[src/rtl/adpll_tx_mod.sv]
// -----------------------------------------------------------------------------
// adpll_tx_mod
// GFSK transmit-data sequencer feeding the ADPLL modulation input.
// Payload words are buffered in a small FIFO. When the block is enabled,
// in TX mode and the channel is locked, it sends a frame: an alternating
// 0,1,0,... preamble, then every queued word LSB-first. Each symbol lasts
// SYM_CYC clock cycles.
//
// Ports:
//   clk          reference clock
//   rst          asynchronous active-low reset
//   en           block enable
//   adpll_mode   ADPLL mode (PD=0, TEST=1, RX=2, TX=3)
//   channel_lock lock flag from adpll_ctr
//   FCW_mod      unsigned frequency deviation word
//   in_data      payload word, in_valid qualifies it, in_ready = FIFO not full
//   data_mod     current symbol (0 when idle)
//   fcw_offset   signed deviation: +FCW_mod / -FCW_mod / 0 when idle
//   tx_busy      frame in progress
//   done         one-cycle pulse at normal frame end
//   abort        one-cycle pulse when a frame is cut short by loss of go
// -----------------------------------------------------------------------------
module adpll_tx_mod #(
  parameter int DW       = 8,
  parameter int DEPTH    = 4,
  parameter int SYM_CYC  = 32,
  parameter int PRE_LEN  = 8,
  parameter int FCW_MODW = 5
) (
  input  logic                clk,
  input  logic                rst,
  input  logic                en,
  input  logic [1:0]          adpll_mode,
  input  logic                channel_lock,
  input  logic [FCW_MODW-1:0] FCW_mod,
  input  logic [DW-1:0]       in_data,
  input  logic                in_valid,
  output logic                in_ready,
  output logic                data_mod,
  output logic [FCW_MODW:0]   fcw_offset,
  output logic                tx_busy,
  output logic                done,
  output logic                abort
);

  localparam int AW = $clog2(DEPTH);
  localparam int CW = AW + 1;
  localparam int SW = $clog2(SYM_CYC);
  localparam int PW = (PRE_LEN > 1) ? $clog2(PRE_LEN) : 1;
  localparam int BW = (DW > 1) ? $clog2(DW) : 1;

  localparam logic [1:0] ST_IDLE = 2'd0;
  localparam logic [1:0] ST_PRE  = 2'd1;
  localparam logic [1:0] ST_DATA = 2'd2;
  localparam logic [1:0] MODE_TX = 2'd3;

  // FIFO storage and bookkeeping
  logic [DW-1:0]       r_mem [DEPTH];
  logic [AW-1:0]       r_wr_ptr;
  logic [AW-1:0]       r_rd_ptr;
  logic [CW-1:0]       r_count;

  // Sequencer state
  logic [1:0]          r_state;
  logic [SW-1:0]       r_sym_cnt;
  logic [PW-1:0]       r_pre_cnt;
  logic [BW-1:0]       r_bit_cnt;
  logic [DW-1:0]       r_shift;

  // Registered outputs
  logic                r_in_ready;
  logic                r_data_mod;
  logic [FCW_MODW:0]   r_fcw_offset;
  logic                r_tx_busy;
  logic                r_done;
  logic                r_abort;

  // Next-state values
  logic [1:0]          w_state_nxt;
  logic [SW-1:0]       w_sym_nxt;
  logic [PW-1:0]       w_pre_nxt;
  logic [BW-1:0]       w_bit_nxt;
  logic [DW-1:0]       w_shift_nxt;
  logic                w_dmod_nxt;
  logic                w_busy_nxt;
  logic                w_done_nxt;
  logic                w_abort_nxt;
  logic [FCW_MODW:0]   w_fcw_nxt;
  logic [CW-1:0]       w_count_nxt;
  logic                w_pop;

  logic                w_go;
  logic                w_push;
  logic                w_nonempty;
  logic                w_sym_end;
  logic [DW-1:0]       w_head;
  logic [DW-1:0]       w_shift_dn;
  logic [FCW_MODW:0]   w_fcw_pos;
  logic [FCW_MODW:0]   w_fcw_neg;

  assign w_go       = en & (adpll_mode == MODE_TX) & channel_lock;
  // Full-ness comes from the registered count, so a pop in the same cycle
  // never makes room for a push.
  assign w_push     = in_valid & r_in_ready;
  assign w_nonempty = (r_count != {CW{1'b0}});
  assign w_sym_end  = (r_sym_cnt == SW'(SYM_CYC - 1));
  assign w_head     = r_mem[r_rd_ptr];
  assign w_shift_dn = r_shift >> 1;
  assign w_fcw_pos  = {1'b0, FCW_mod};
  assign w_fcw_neg  = ~w_fcw_pos + {{FCW_MODW{1'b0}}, 1'b1};

  // Sequencer next-state: preamble, payload shifting, word chaining and abort
  always_comb begin
    w_state_nxt = r_state;
    w_sym_nxt   = r_sym_cnt;
    w_pre_nxt   = r_pre_cnt;
    w_bit_nxt   = r_bit_cnt;
    w_shift_nxt = r_shift;
    w_dmod_nxt  = r_data_mod;
    w_busy_nxt  = r_tx_busy;
    w_done_nxt  = 1'b0;
    w_abort_nxt = 1'b0;
    w_pop       = 1'b0;
    case (r_state)
      ST_IDLE: begin
        w_dmod_nxt = 1'b0;
        if (w_go && w_nonempty) begin
          w_state_nxt = ST_PRE;
          w_sym_nxt   = {SW{1'b0}};
          w_pre_nxt   = {PW{1'b0}};
          w_busy_nxt  = 1'b1;
        end else begin
          w_busy_nxt  = 1'b0;
        end
      end
      ST_PRE: begin
        if (!w_go) begin
          w_state_nxt = ST_IDLE;
          w_abort_nxt = 1'b1;
          w_busy_nxt  = 1'b0;
          w_dmod_nxt  = 1'b0;
        end else if (w_sym_end) begin
          w_sym_nxt = {SW{1'b0}};
          if (r_pre_cnt == PW'(PRE_LEN - 1)) begin
            // Only this block pops, so the word that opened the frame is
            // still there; the empty branch is a defensive fallback.
            if (w_nonempty) begin
              w_pop       = 1'b1;
              w_shift_nxt = w_head;
              w_bit_nxt   = {BW{1'b0}};
              w_dmod_nxt  = w_head[0];
              w_state_nxt = ST_DATA;
            end else begin
              w_state_nxt = ST_IDLE;
              w_busy_nxt  = 1'b0;
              w_dmod_nxt  = 1'b0;
            end
          end else begin
            w_pre_nxt  = r_pre_cnt + PW'(1);
            w_dmod_nxt = ~r_data_mod;
          end
        end else begin
          w_sym_nxt = r_sym_cnt + SW'(1);
        end
      end
      ST_DATA: begin
        if (!w_go) begin
          w_state_nxt = ST_IDLE;
          w_abort_nxt = 1'b1;
          w_busy_nxt  = 1'b0;
          w_dmod_nxt  = 1'b0;
        end else if (w_sym_end) begin
          w_sym_nxt = {SW{1'b0}};
          if (r_bit_cnt == BW'(DW - 1)) begin
            if (w_nonempty) begin
              // Chain the next word with no gap symbol
              w_pop       = 1'b1;
              w_shift_nxt = w_head;
              w_bit_nxt   = {BW{1'b0}};
              w_dmod_nxt  = w_head[0];
            end else begin
              w_state_nxt = ST_IDLE;
              w_done_nxt  = 1'b1;
              w_busy_nxt  = 1'b0;
              w_dmod_nxt  = 1'b0;
            end
          end else begin
            w_bit_nxt   = r_bit_cnt + BW'(1);
            w_shift_nxt = w_shift_dn;
            w_dmod_nxt  = w_shift_dn[0];
          end
        end else begin
          w_sym_nxt = r_sym_cnt + SW'(1);
        end
      end
      default: begin
        w_state_nxt = ST_IDLE;
        w_busy_nxt  = 1'b0;
        w_dmod_nxt  = 1'b0;
      end
    endcase
  end

  // Deviation word follows the symbol that will be on data_mod next cycle
  always_comb begin
    if (w_busy_nxt) begin
      w_fcw_nxt = w_dmod_nxt ? w_fcw_pos : w_fcw_neg;
    end else begin
      w_fcw_nxt = {(FCW_MODW + 1){1'b0}};
    end
  end

  // FIFO occupancy next value
  always_comb begin
    case ({w_push, w_pop})
      2'b10:   w_count_nxt = r_count + CW'(1);
      2'b01:   w_count_nxt = r_count - CW'(1);
      default: w_count_nxt = r_count;
    endcase
  end

  // FIFO storage write port
  always_ff @(posedge clk or negedge rst) begin
    if (!rst) begin
      for (int i = 0; i < DEPTH; i++) begin
        r_mem[i] <= {DW{1'b0}};
      end
    end else if (w_push) begin
      r_mem[r_wr_ptr] <= in_data;
    end
  end

  // FIFO pointers, count and ready flag
  always_ff @(posedge clk or negedge rst) begin
    if (!rst) begin
      r_wr_ptr   <= {AW{1'b0}};
      r_rd_ptr   <= {AW{1'b0}};
      r_count    <= {CW{1'b0}};
      r_in_ready <= 1'b1;
    end else begin
      if (w_push) begin
        r_wr_ptr <= r_wr_ptr + AW'(1);
      end
      if (w_pop) begin
        r_rd_ptr <= r_rd_ptr + AW'(1);
      end
      r_count    <= w_count_nxt;
      r_in_ready <= (w_count_nxt != CW'(DEPTH));
    end
  end

  // Sequencer state and registered modulation outputs
  always_ff @(posedge clk or negedge rst) begin
    if (!rst) begin
      r_state      <= ST_IDLE;
      r_sym_cnt    <= {SW{1'b0}};
      r_pre_cnt    <= {PW{1'b0}};
      r_bit_cnt    <= {BW{1'b0}};
      r_shift      <= {DW{1'b0}};
      r_data_mod   <= 1'b0;
      r_fcw_offset <= {(FCW_MODW + 1){1'b0}};
      r_tx_busy    <= 1'b0;
      r_done       <= 1'b0;
      r_abort      <= 1'b0;
    end else begin
      r_state      <= w_state_nxt;
      r_sym_cnt    <= w_sym_nxt;
      r_pre_cnt    <= w_pre_nxt;
      r_bit_cnt    <= w_bit_nxt;
      r_shift      <= w_shift_nxt;
      r_data_mod   <= w_dmod_nxt;
      r_fcw_offset <= w_fcw_nxt;
      r_tx_busy    <= w_busy_nxt;
      r_done       <= w_done_nxt;
      r_abort      <= w_abort_nxt;
    end
  end

  assign in_ready   = r_in_ready;
  assign data_mod   = r_data_mod;
  assign fcw_offset = r_fcw_offset;
  assign tx_busy    = r_tx_busy;
  assign done       = r_done;
  assign abort      = r_abort;

endmodule

[config.mk]
export PLATFORM = sky130hd
export DESIGN_NAME = adpll_tx_mod
export DESIGN_NICKNAME = d
export VERILOG_FILES = /design/src/rtl/adpll_tx_mod.sv
export SDC_FILE = /design/constraint.sdc
export NUM_CORES = 1
export LEC_CHECK = 0
export BUFFER_PORTS_ARGS = -buffer_cell sky130_fd_sc_hd__buf_4
export CAP_MARGIN = 0
export CORE_ASPECT_RATIO = 1.4
export CORE_MARGIN = 2
export CORE_UTILIZATION = 45
export DETAILED_ROUTE_END_ITERATION = 8
export GPL_ROUTABILITY_DRIVEN = 0
export PLACE_DENSITY = 0.62
export SYNTH_ARGS = -nofsm -noshare
export SYNTH_HDL_FRONTEND = slang
export SYNTH_SLANG_ARGS = --single-unit
[constraint.sdc]
create_clock -name clk -period 4.4 [get_ports clk]
set_input_delay 0.88 -clock clk [delete_from_list [all_inputs] [get_ports clk]]
set_output_delay 0.88 -clock clk [all_outputs]
set_load 0.02 [all_outputs]
==> results by stage <==
Global routing:
- The combined global-route utilization of all metal layers is 16.9%.
- The largest net degree at the start of global routing is 71.
- After global routing the overflow that remains totals 0.
- The initial antenna violation count is 0.
- The global-route wire length before repair is 10900 µm.
- The via count of the first global-routing pass was 2320.

Cells and area:
- The count of non-filler cells in the finished layout is 423.
- The synthesis-to-layout area growth is 15.9%.
- The antenna cell count is 0.
- The final layout contains 358 nets.
- Fill cells in the final layout number 643.
- Of the cells placed in the final design, the portion with a size suffix greater than 1 is 30.1%.
- The final cell area excluding filler cells is 0.00399 mm².

Floorplanning:
- The core area is 0.00741 mm².
- The placement row count is 37.
- The area of the die is 0.00837 mm².
- Once the floorplan was initialized, standard cells occupied 46.5% of the core.
- The height of the die is 107 µm.
- The floorplan die width is 77.9 µm.
- The number of ports placed on the die boundary is 31.

Detailed routing:
- Across all layers, the routed design uses 2208 vias.
- For this block, the routed nets add up to 6200 µm of wire.
- The detailed-route vias per instance is 5.22.
- The per-cell routed wire length is 14.7 µm.
- For this run, design rule violations remaining after detail routing come to 0.
- The count of nets left with antenna violations once routing finished came out at 0.
- The first-iteration detailed-routing DRC count is 73.
- The first detailed-routing pass ran for 4 iterations.

STA:
- The final total negative setup slack is 0 ps.
- The worst path in the final design needs a cycle of 2860 ps, including I/O delays and setup.
- Setup repair after global routing left no endpoint under its margin.
- The final critical path takes up 64.9% of the cycle.
- In this run the tightest slew margin relative to its limit is 42.3%.
- The upper clock frequency limit is 0.350 GHz.
- The number of endpoints with negative hold slack in the final report was 0.
- The final count of pins violating max slew came to 0.
- Setup violations remaining at the end of the flow were counted as 0.
- Across all hold checks on the routed design, the worst slack comes to 483 ps.
- For the pin with the worst max-slew slack, the measured transition is 865 ps.
- Between clock sinks in the finished design, the worst skew comes to 8.57 ps.

Yosys:
- The synthesized netlist contains 51 unique library cells.
- A synthesized cell averages 11.9 µm².
- In this run the cell area of the synthesized design comes to 0.00344 mm².
- Sequential cells were found to cover 50.9% of the synthesized design area.
- The gate count of the mapped netlist is 288.
- The leading register cell type out of synthesis is sky130_fd_sc_hd__dfrtp_1.
- The count of synthesis-stage warnings from yosys is 0.
- The number of synthesized flops with an enable pin is 0.
- The synthesized net count is 325.
- The post-synthesis async set-or-reset flop share is 100%.
- The flop and latch count out of synthesis is 70.

Setup path:
- STA puts the critical path data required time at 4680 ps.
- The worst setup path is launched from a flip-flop.
- The arrival time reported for the critical path endpoint is 3140 ps.
- The register-to-register path setup slack is 1540 ps.
- The endpoint identified for the worst register-to-register timing path is in_ready.
- STA classifies the critical path endpoint as a flip-flop.
- The worst register-to-register path begins at r_sym_cnt[0].
- In this run the worst path has a maximum fanout of 14.
- The critical path is of the flip-flop to flip-flop type.
- The number of cells on the worst reg-to-reg path is 12.

CTS:
- The sink count of the clock tree is 70.
- Buffers inserted to repair hold after CTS numbered 0.
- TritonCTS built the clock tree.
- The number of setup buffers added after CTS is 0.
- The count of instances resized after the clock tree is built is 0.
- After clock tree synthesis, the clock-pin slew on the worst setup and hold paths is 80 ps.
- In this run, CTS created clock tree buffers numbering 9.
- The number of levels the H-tree was split into is 3.
- In this run the deepest clock path goes through 2 buffers.
- The insertion delay to the later sink of the worst-skew pair is 350 ps.
- The root buffer cell chosen for the clock tree is sky130_fd_sc_hd__clkbuf_8.

Hold path:
- The sink of the worst hold path is r_sym_cnt[3].
- The worst hold path begins at r_sym_cnt[3].
- The class of the worst hold path is flip-flop to flip-flop.
- The worst hold path depth is 1.

Run status:
- The flow ran to the end, and the final reports show no timing, DRC or antenna violations.

Pwr:
- For this design the static power due to leakage is 0.00181 µW.
- The total power per unit cell area is 549 mW/mm².
- The completed layout was analyzed and its total power is 2190 µW.
- IR analysis of the VDD net gives a maximum drop of 0.269 mV.

Flow run:
- The tool flagged a number of max-cap violations equal to 0.

Placement:
- The post-detailed-placement half-perimeter wirelength is 4310 µm.
- The cell total after placement is 407.
- The placed instance area is 0.00375 mm².
- The number of buffers inserted by port buffering is 30.
[synth_stat cells (2+ instances only)]
| master | n | share of area, % |
|---|---|---|
| sky130_fd_sc_hd__and2_1 | 2 | 0.36 |
| sky130_fd_sc_hd__o21ai_1 | 2 | 0.29 |
| sky130_fd_sc_hd__nand4_1 | 2 | 0.36 |
| sky130_fd_sc_hd__xnor2_1 | 3 | 0.76 |
| sky130_fd_sc_hd__nand3_1 | 11 | 1.6 |
| sky130_fd_sc_hd__xor2_1 | 3 | 0.76 |
| sky130_fd_sc_hd__o21ai_0 | 12 | 1.7 |
| sky130_fd_sc_hd__nand2b_1 | 6 | 1.1 |
| sky130_fd_sc_hd__nor2b_1 | 3 | 0.55 |
| sky130_fd_sc_hd__nor3_1 | 5 | 0.73 |
| sky130_fd_sc_hd__nor2_1 | 19 | 2.1 |
| sky130_fd_sc_hd__nand2_1 | 18 | 2.0 |
| sky130_fd_sc_hd__inv_1 | 18 | 2.0 |
| sky130_fd_sc_hd__nand3b_1 | 2 | 0.44 |
| sky130_fd_sc_hd__buf_2 | 6 | 0.87 |
| sky130_fd_sc_hd__mux2i_1 | 6 | 1.7 |
| sky130_fd_sc_hd__nor4bb_1 | 2 | 0.58 |
| sky130_fd_sc_hd__o22ai_1 | 9 | 1.6 |
| sky130_fd_sc_hd__mux2_2 | 34 | 11 |
| sky130_fd_sc_hd__ha_1 | 16 | 5.8 |
| sky130_fd_sc_hd__mux4_2 | 7 | 4.6 |
| sky130_fd_sc_hd__clkbuf_1 | 2 | 0.22 |
| sky130_fd_sc_hd__dfrtp_1 | 69 | 50 |
| sky130_fd_sc_hd__a21oi_1 | 4 | 0.58 |
[power by group]
part | total (µW) | switching, µW | internal [µW]
Clock | 595 | 242 | 353
Sequential | 979 | 124 | 855
Combinational | 613 | 282 | 331
Total | 2190 | 648 | 1540
[logic make-up (layout without fill, tap and decap cells)]
| group | Yosys count | count (layout) | synth area share, % |
|---|---|---|---|
| adders and majority gates | 17 | 17 | 6.40 |
| and+or+nand+nor | 79 | 79 | 12.1 |
| buffers and inverters | 28 | 66 | 3.27 |
| AOI/OAI and AO/OA | 41 | 41 | 8.29 |
| DFF | 70 | 70 | 50.9 |
| muxes | 47 | 47 | 17.5 |
| xor gates and xnor gates | 6 | 6 | 1.53 |
[cell usage in the layout (no fill, tap or decap), types with 2 or more instances in the layout]
cell,n
sky130_fd_sc_hd__o21ai_1,2
sky130_fd_sc_hd__bufinv_16,2
sky130_fd_sc_hd__dfrtp_1,69
sky130_fd_sc_hd__buf_4,31
sky130_fd_sc_hd__mux2_2,34
sky130_fd_sc_hd__and2_1,2
sky130_fd_sc_hd__nand2b_1,6
sky130_fd_sc_hd__mux2i_1,6
sky130_fd_sc_hd__nand3b_1,2
sky130_fd_sc_hd__nor2_1,19
sky130_fd_sc_hd__nand3_1,11
sky130_fd_sc_hd__o22ai_1,9
sky130_fd_sc_hd__nor3_1,5
sky130_fd_sc_hd__nand4_1,2
sky130_fd_sc_hd__inv_1,18
sky130_fd_sc_hd__ha_1,16
sky130_fd_sc_hd__o21ai_0,12
sky130_fd_sc_hd__clkbuf_8,11
sky130_fd_sc_hd__xnor2_1,3
sky130_fd_sc_hd__nand2_1,18
sky130_fd_sc_hd__nor2b_1,3
sky130_fd_sc_hd__nor4bb_1,2
sky130_fd_sc_hd__a21oi_1,4
sky130_fd_sc_hd__xor2_1,3
sky130_fd_sc_hd__mux4_2,7
[metal layers]
| metal | vias to the layer above | global-route usage, % | wire, µm |
|---|---|---|---|
| met3 | 8 | 5.12 | 278 |
| met2 | 44 | 27.5 | 3140 |
| li1 | 1086 | - | - |
| met5 | - | 0 | 0 |
| met1 | 1070 | 20.6 | 2690 |
| met4 | 0 | 7.77 | 92 |
[final cells by class]
type	count	area, µm²	share of cell area [%]
clock buffers	12	155	3.89
clock inverters	4	77.6	1.95
inverters	19	71.3	1.79
multi-input cells	190	1580	39.5
flip-flops and latches	70	1750	44.0
well taps	97	121	3.04
repair buffers	31	233	5.84
[flip-flops by register name, indices dropped and copies added, names as in the netlist]
register    count
r_count         3
r_pre_cnt       3
fcw_offset      6
done            1
r_shift         7
in_ready        1
r_state         2
data_mod        1
r_wr_ptr        2
tx_busy         1
r_mem          32
r_bit_cnt       3
r_rd_ptr        2
abort           1
r_sym_cnt       5
[worst max-delay path, stage by stage, from the launching register on]
cell and delay (ps):
sky130_fd_sc_hd__dfrtp_1 380, sky130_fd_sc_hd__ha_1 190, sky130_fd_sc_hd__and3_1 170, sky130_fd_sc_hd__ha_1 400
sky130_fd_sc_hd__nand2_1 120, sky130_fd_sc_hd__nor4_2 310, sky130_fd_sc_hd__ha_1 250, sky130_fd_sc_hd__inv_1 60
sky130_fd_sc_hd__fa_1 370, sky130_fd_sc_hd__xor2_1 150, sky130_fd_sc_hd__nor2_1 110, sky130_fd_sc_hd__xor2_1 190
sky130_fd_sc_hd__nand2_1 70
[worst max path at each step]
| stage | from | end | slack (ps) | cells after the start |
|---|---|---|---|---|
| after global placement | channel_lock | in_ready | 1510 | 11 |
| final | r_sym_cnt[0] | in_ready | 1540 | 12 |
| after CTS | r_sym_cnt[0] | in_ready | 1520 | 12 |
| after detailed placement | channel_lock | in_ready | 1440 | 11 |
| after global routing | r_sym_cnt[0] | in_ready | 1250 | 12 |
| after floorplan | channel_lock | in_ready | 1600 | 10 |
[per-stage QoR]
step                utilization [%]  worst slack [ps]
floorplan                         -              1600
global placement               50.7              1510
detailed placement             50.7              1440
CTS                            53.8              1520
global route                   53.8              1250
finish                         53.8              1540
(Power assumes the default switching activity.)
